===== src/rtl/logic_gates_bist.sv =====
// Purpose: built-in self-test sweep of the logic_gates block over all 128 input vectors.
// Latency: SETTLE+1 cycles per vector, so done rises 128*(SETTLE+1) edges after start.
// Backpressure: none; start is only accepted in IDLE or DONE and ignored mid-sweep.
module logic_gates_bist #(
    parameter int SETTLE = 1
) (
    input  logic       clk,
    input  logic       rst,
    input  logic       start,
    input  logic       dut_z,
    output logic [6:0] vec,
    output logic       busy,
    output logic       done,
    output logic       pass,
    output logic [7:0] err_count,
    output logic [6:0] first_fail,
    output logic       first_fail_valid
);

    typedef enum logic [1:0] {
        IDLE  = 2'd0,
        DRIVE = 2'd1,
        CHECK = 2'd2,
        DONE  = 2'd3
    } state_t;

    localparam logic [3:0] SETTLE_LAST = 4'(SETTLE - 1);

    state_t     state, state_nx;
    logic [3:0] cnt, cnt_nx;
    logic [6:0] vec_nx;
    logic [7:0] err_nx;
    logic [6:0] ff_nx;
    logic       ffv_nx;
    logic       golden;

    // Reference model of the block under test, evaluated on the vector being driven.
    always_comb begin
        golden = (~(vec[6] | vec[5]) & vec[4] & vec[3]) | ((~vec[2] | vec[1]) & vec[0]);
    end

    // Next-state and next-result logic; every register holds unless a state says otherwise.
    always_comb begin
        state_nx = state;
        cnt_nx   = cnt;
        vec_nx   = vec;
        err_nx   = err_count;
        ff_nx    = first_fail;
        ffv_nx   = first_fail_valid;
        case (state)
            IDLE, DONE: begin
                // A new run wipes the previous results on the same edge it starts.
                if (start) begin
                    state_nx = DRIVE;
                    cnt_nx   = 4'd0;
                    vec_nx   = 7'd0;
                    err_nx   = 8'd0;
                    ff_nx    = 7'd0;
                    ffv_nx   = 1'b0;
                end
            end
            DRIVE: begin
                if (cnt == SETTLE_LAST) begin
                    state_nx = CHECK;
                end else begin
                    cnt_nx = cnt + 4'd1;
                end
            end
            CHECK: begin
                if (dut_z != golden) begin
                    // At most 128 mismatches, so the 8-bit count never wraps.
                    err_nx = err_count + 8'd1;
                    if (!first_fail_valid) begin
                        ff_nx  = vec;
                        ffv_nx = 1'b1;
                    end
                end
                // Vector 127 ends the sweep, so vec never wraps and stays at 127 in DONE.
                if (vec == 7'd127) begin
                    state_nx = DONE;
                end else begin
                    vec_nx   = vec + 7'd1;
                    cnt_nx   = 4'd0;
                    state_nx = DRIVE;
                end
            end
            default: state_nx = IDLE;
        endcase
    end

    // State and result registers; busy/done are registered decodes of the next state.
    always_ff @(posedge clk) begin
        if (rst) begin
            state            <= IDLE;
            cnt              <= 4'd0;
            vec              <= 7'd0;
            err_count        <= 8'd0;
            first_fail       <= 7'd0;
            first_fail_valid <= 1'b0;
            busy             <= 1'b0;
            done             <= 1'b0;
        end else begin
            state            <= state_nx;
            cnt              <= cnt_nx;
            vec              <= vec_nx;
            err_count        <= err_nx;
            first_fail       <= ff_nx;
            first_fail_valid <= ffv_nx;
            busy             <= (state_nx == DRIVE) || (state_nx == CHECK);
            done             <= (state_nx == DONE);
        end
    end

    // Pass is the only combinational output, derived from registered done and count.
    always_comb begin
        pass = done & (err_count == 8'd0);
    end

endmodule


===== config.mk =====
export PLATFORM = sky130hd
export DESIGN_NAME = logic_gates_bist
export DESIGN_NICKNAME = d
export VERILOG_FILES = /design/src/rtl/logic_gates_bist.sv
export SDC_FILE = /design/constraint.sdc
export NUM_CORES = 1
export LEC_CHECK = 0
export BUFFER_PORTS_ARGS = -buffer_cell sky130_fd_sc_hd__buf_2
export CAP_MARGIN = 20
export CORE_MARGIN = 2
export CORE_UTILIZATION = 30
export CTS_CLUSTER_SIZE = 10
export DETAILED_ROUTE_END_ITERATION = 6
export GPL_ROUTABILITY_DRIVEN = 1
export PLACE_DENSITY_LB_ADDON = 0.08
export SLEW_MARGIN = 25
export SYNTH_ARGS = -nofsm -noshare
export SYNTH_HDL_FRONTEND = slang
export SYNTH_SLANG_ARGS = --single-unit

===== constraint.sdc =====
create_clock -name clk -period 2.8 [get_ports clk]
set_clock_uncertainty 0.2 [all_clocks]
set_input_delay 0.56 -clock clk [delete_from_list [all_inputs] [get_ports clk]]
set_output_delay 0.56 -clock clk [all_outputs]
set_load 0.1 [all_outputs]

==> flow_metrics.env <==
export IMPL_status="finished clean"
export IMPL_grt_start_max_net_pins=16
export IMPL_report_final_hold_viol_count=0
export IMPL_synthTopCellsByArea="dfxtp_1 39%, nand2_1 7.1%, ha_1 6.4%, mux2i_1 3.8%, nor2_1 3.6%"
export IMPL_worst_setup_path_end_kind="output port"
export IMPL_cts_sinks=31
export IMPL_numCtsBuffers=5
export IMPL_arrival_ns=1.87
export IMPL_hold_path_class="reg -> reg"
export IMPL_post_cts_resized=0
export IMPL_path_class="reg -> out"
export IMPL_fp_coreArea_sq_mm=0.005075
export IMPL_p_comb_frac=0.474
export IMPL_power_density_mw_per_mm2=907.8
export IMPL_drt_vias_per_instance=5.024
export IMPL_regArea_sq_um=635.6
export IMPL_crit_required_ns=2.04
export IMPL_grt_pass1_vias=1415
export IMPL_grt_util_all_layers=0.1487
export IMPL_avgSynthCellArea_sq_um=8.515
export IMPL_synth_enable_flop_cells=0
export IMPL_wire_per_inst_um=14.10
export IMPL_post_cts_buffers=0
export IMPL_layout_min_cycle_time_ns=2.625
export IMPL_fin_crit_sh=0.9377
export IMPL_power_switching_mw=0.8029
export IMPL_worstMarginPinSlew_ns=0.5003
export IMPL_nets=231
export IMPL_grt_remaining_overflow=0
export IMPL_rows=26
export IMPL_worstPathMaxFanout=4
export IMPL_dr_pass1_iters=6
export IMPL_p_clk_frac=0.226
export IMPL_clockRootBuffer="clkbuf_8"
export IMPL_relSlewSlack=0.6687
export IMPL_antenna_found_initial=0
export IMPL_intPower_mw=0.9587
export IMPL_fp_dieH_um=76.46
export IMPL_clk_pin_slew_worst_paths_ns=0.07
export IMPL_max_freq_mhz=380.9
export IMPL_synth_commonest_cells="31 x dfxtp_1, 30 x nand2_1, 15 x nor2_1"
export IMPL_synth_flop_cell="dfxtp_1"
export IMPL_setup_violations=0
export IMPL_ys_seq_elements=31
export IMPL_seq_power_share=0.300
export IMPL_cts_tree="done"
export IMPL_io_pins=30
export IMPL_grt_pass1_wl_mm=6.962
export IMPL_yosys_area_top_type="dfxtp_1"
export IMPL_drive_above_1_share=0.2364
export IMPL_syn_cell_area_sq_mm=0.001575
export IMPL_io_buffers=29
export IMPL_num_vias=1457
export IMPL_wirelength_mm=4.088
export IMPL_insertedDiodeCount=0
export IMPL_rsz0062_at_grt="no"
export IMPL_ir_drop_mv=0.3062
export IMPL_dieArea_sq_mm=0.005846
export IMPL_cp_start_kind="register"
export IMPL_syn_inst=185
export IMPL_area_growth_pct=23.19
export IMPL_syn_nets=197
export IMPL_cap_violations=0
export IMPL_drc=0
export IMPL_drv_slew=0
export IMPL_layout_setup_ws_ns=0.1746
export IMPL_ys_seq_area_frac=0.3940
export IMPL_async_reset_ff_frac=0
export IMPL_synth_top_cell_area_share=0.3940
export IMPL_power_leakage_nw=0.7910
export IMPL_gp_congestion=0.7964
export IMPL_yosys_warnings=0
export IMPL_drt_iter0_markers=95
export IMPL_synth_most_common_cell="dfxtp_1"
export IMPL_dp_hpwl_mm=2.985
export IMPL_postCtsHoldBufs=0
export IMPL_multi_input_area_sq_um=914.6
export IMPL_ys_types=39
export IMPL_initial_core_util=0.3104
export IMPL_r2r_slack_ns=0.41
export IMPL_switching_share=0.4558
export IMPL_cts_path_max_buffers=2
export IMPL_ctsHtreeMaxLevel=2
export IMPL_clk_latency_ns=0.29
export IMPL_ant_nets=0
export IMPL_num_fill_cells=558
export IMPL_setup_tns_ns=0
export IMPL_die_x_um=76.46
export IMPL_preCtsSetupSlack_ns=0.4601
[state kept, by name (all words and copies together) (netlist names)]
name,cells
busy,1
cnt,4
done,1
err_count,8
first_fail,7
first_fail_valid,1
state,2
vec,7
[layout by cell type (no fill, tap or decap), types with 3 or more instances in the layout]
cell type,n
nand2_1,30
buf_2,29
dfxtp_1,25
nor2_1,15
nand3_1,9
ha_1,8
inv_1,7
nor2b_1,6
a21oi_1,6
nand2b_1,6
mux2i_1,6
xor2_1,5
clkbuf_8,5
o21ai_0,4
xnor2_1,4
o311ai_0,4
buf_4,4
nand4_1,3
o31ai_1,3
dfxtp_2,3
dfxtp_4,3
[metal layers]
| layer | vias up | routed length [um] | track usage |
|---|---|---|---|
| met1 | 691 | 1880 | 0.1812 |
| li1 | 720 | - | - |
| met4 | 0 | 58 | 0.06545 |
| met5 | - | 0 | 0 |
| met2 | 39 | 1941 | 0.2513 |
| met3 | 7 | 207 | 0.03199 |
[worst paths after layout]
kind                                   start                    endpoint  cells after the start
setup reg to reg         state[0]$_SDFF_PP0_   err_count[5]$_SDFFE_PP0P_                      7
hold / removal    first_fail[4]$_SDFFE_PP0P_  first_fail[4]$_SDFFE_PP0P_                      2
setup / recovery   err_count[7]$_SDFFE_PP0P_                        pass                      3
hold reg to reg   first_fail[4]$_SDFFE_PP0P_  first_fail[4]$_SDFFE_PP0P_                      2
[logic make-up (layout without fill, tap and decap cells)]
kind of cell,after synthesis,count (layout),share of synthesized area
buf+inv,13,48,0.03733
fa+ha+maj,8,8,0.06355
simple gates,87,87,0.2740
mux,8,8,0.05242
flops,31,31,0.3940
xor+xnor,9,9,0.05004
compound gates,29,29,0.1287
[final cells by class]
cell class / instances / area share
flip-flops and latches: 31 / 0.3275
well taps: 70 / 0.04513
inverters: 7 / 0.01354
multi-input cells: 141 / 0.4713
clock buffers: 8 / 0.05222
repair buffers: 33 / 0.09026
[critical path: stages, from the launching register on]
cell and delay (ns):
dfxtp_4 0.35, or4_4 0.54, nor4_4 0.22, buf_2 0.46
[power groups by stage]
stage                     logic [mW]  registers (mW)  clock network, mW
final                          0.835           0.529              0.398
after global routing           0.908           0.537              0.431
after CTS                      0.838           0.529              0.411
after detailed placement       0.834           0.539                  0
after global placement         0.817           0.537                  0
after floorplan                0.473           0.716                  0
[per-stage QoR]
step | hold slack, ns | std cells | utilization | instance area, sq um | total power, mW
after floorplan | 0.2666 | 185 | - | 1609 | 1.189
after global placement | 0.2462 | 282 | 0.3624 | 1839 | 1.354
after detailed placement | 0.2538 | 282 | 0.3624 | 1839 | 1.373
after CTS | 0.2633 | 290 | 0.3824 | 1941 | 1.779
after global routing | 0.3012 | 290 | 0.3824 | 1941 | 1.876
final | 0.2579 | 290 | 0.3824 | 1941 | 1.762
Power figures use the tool's default switching activity.
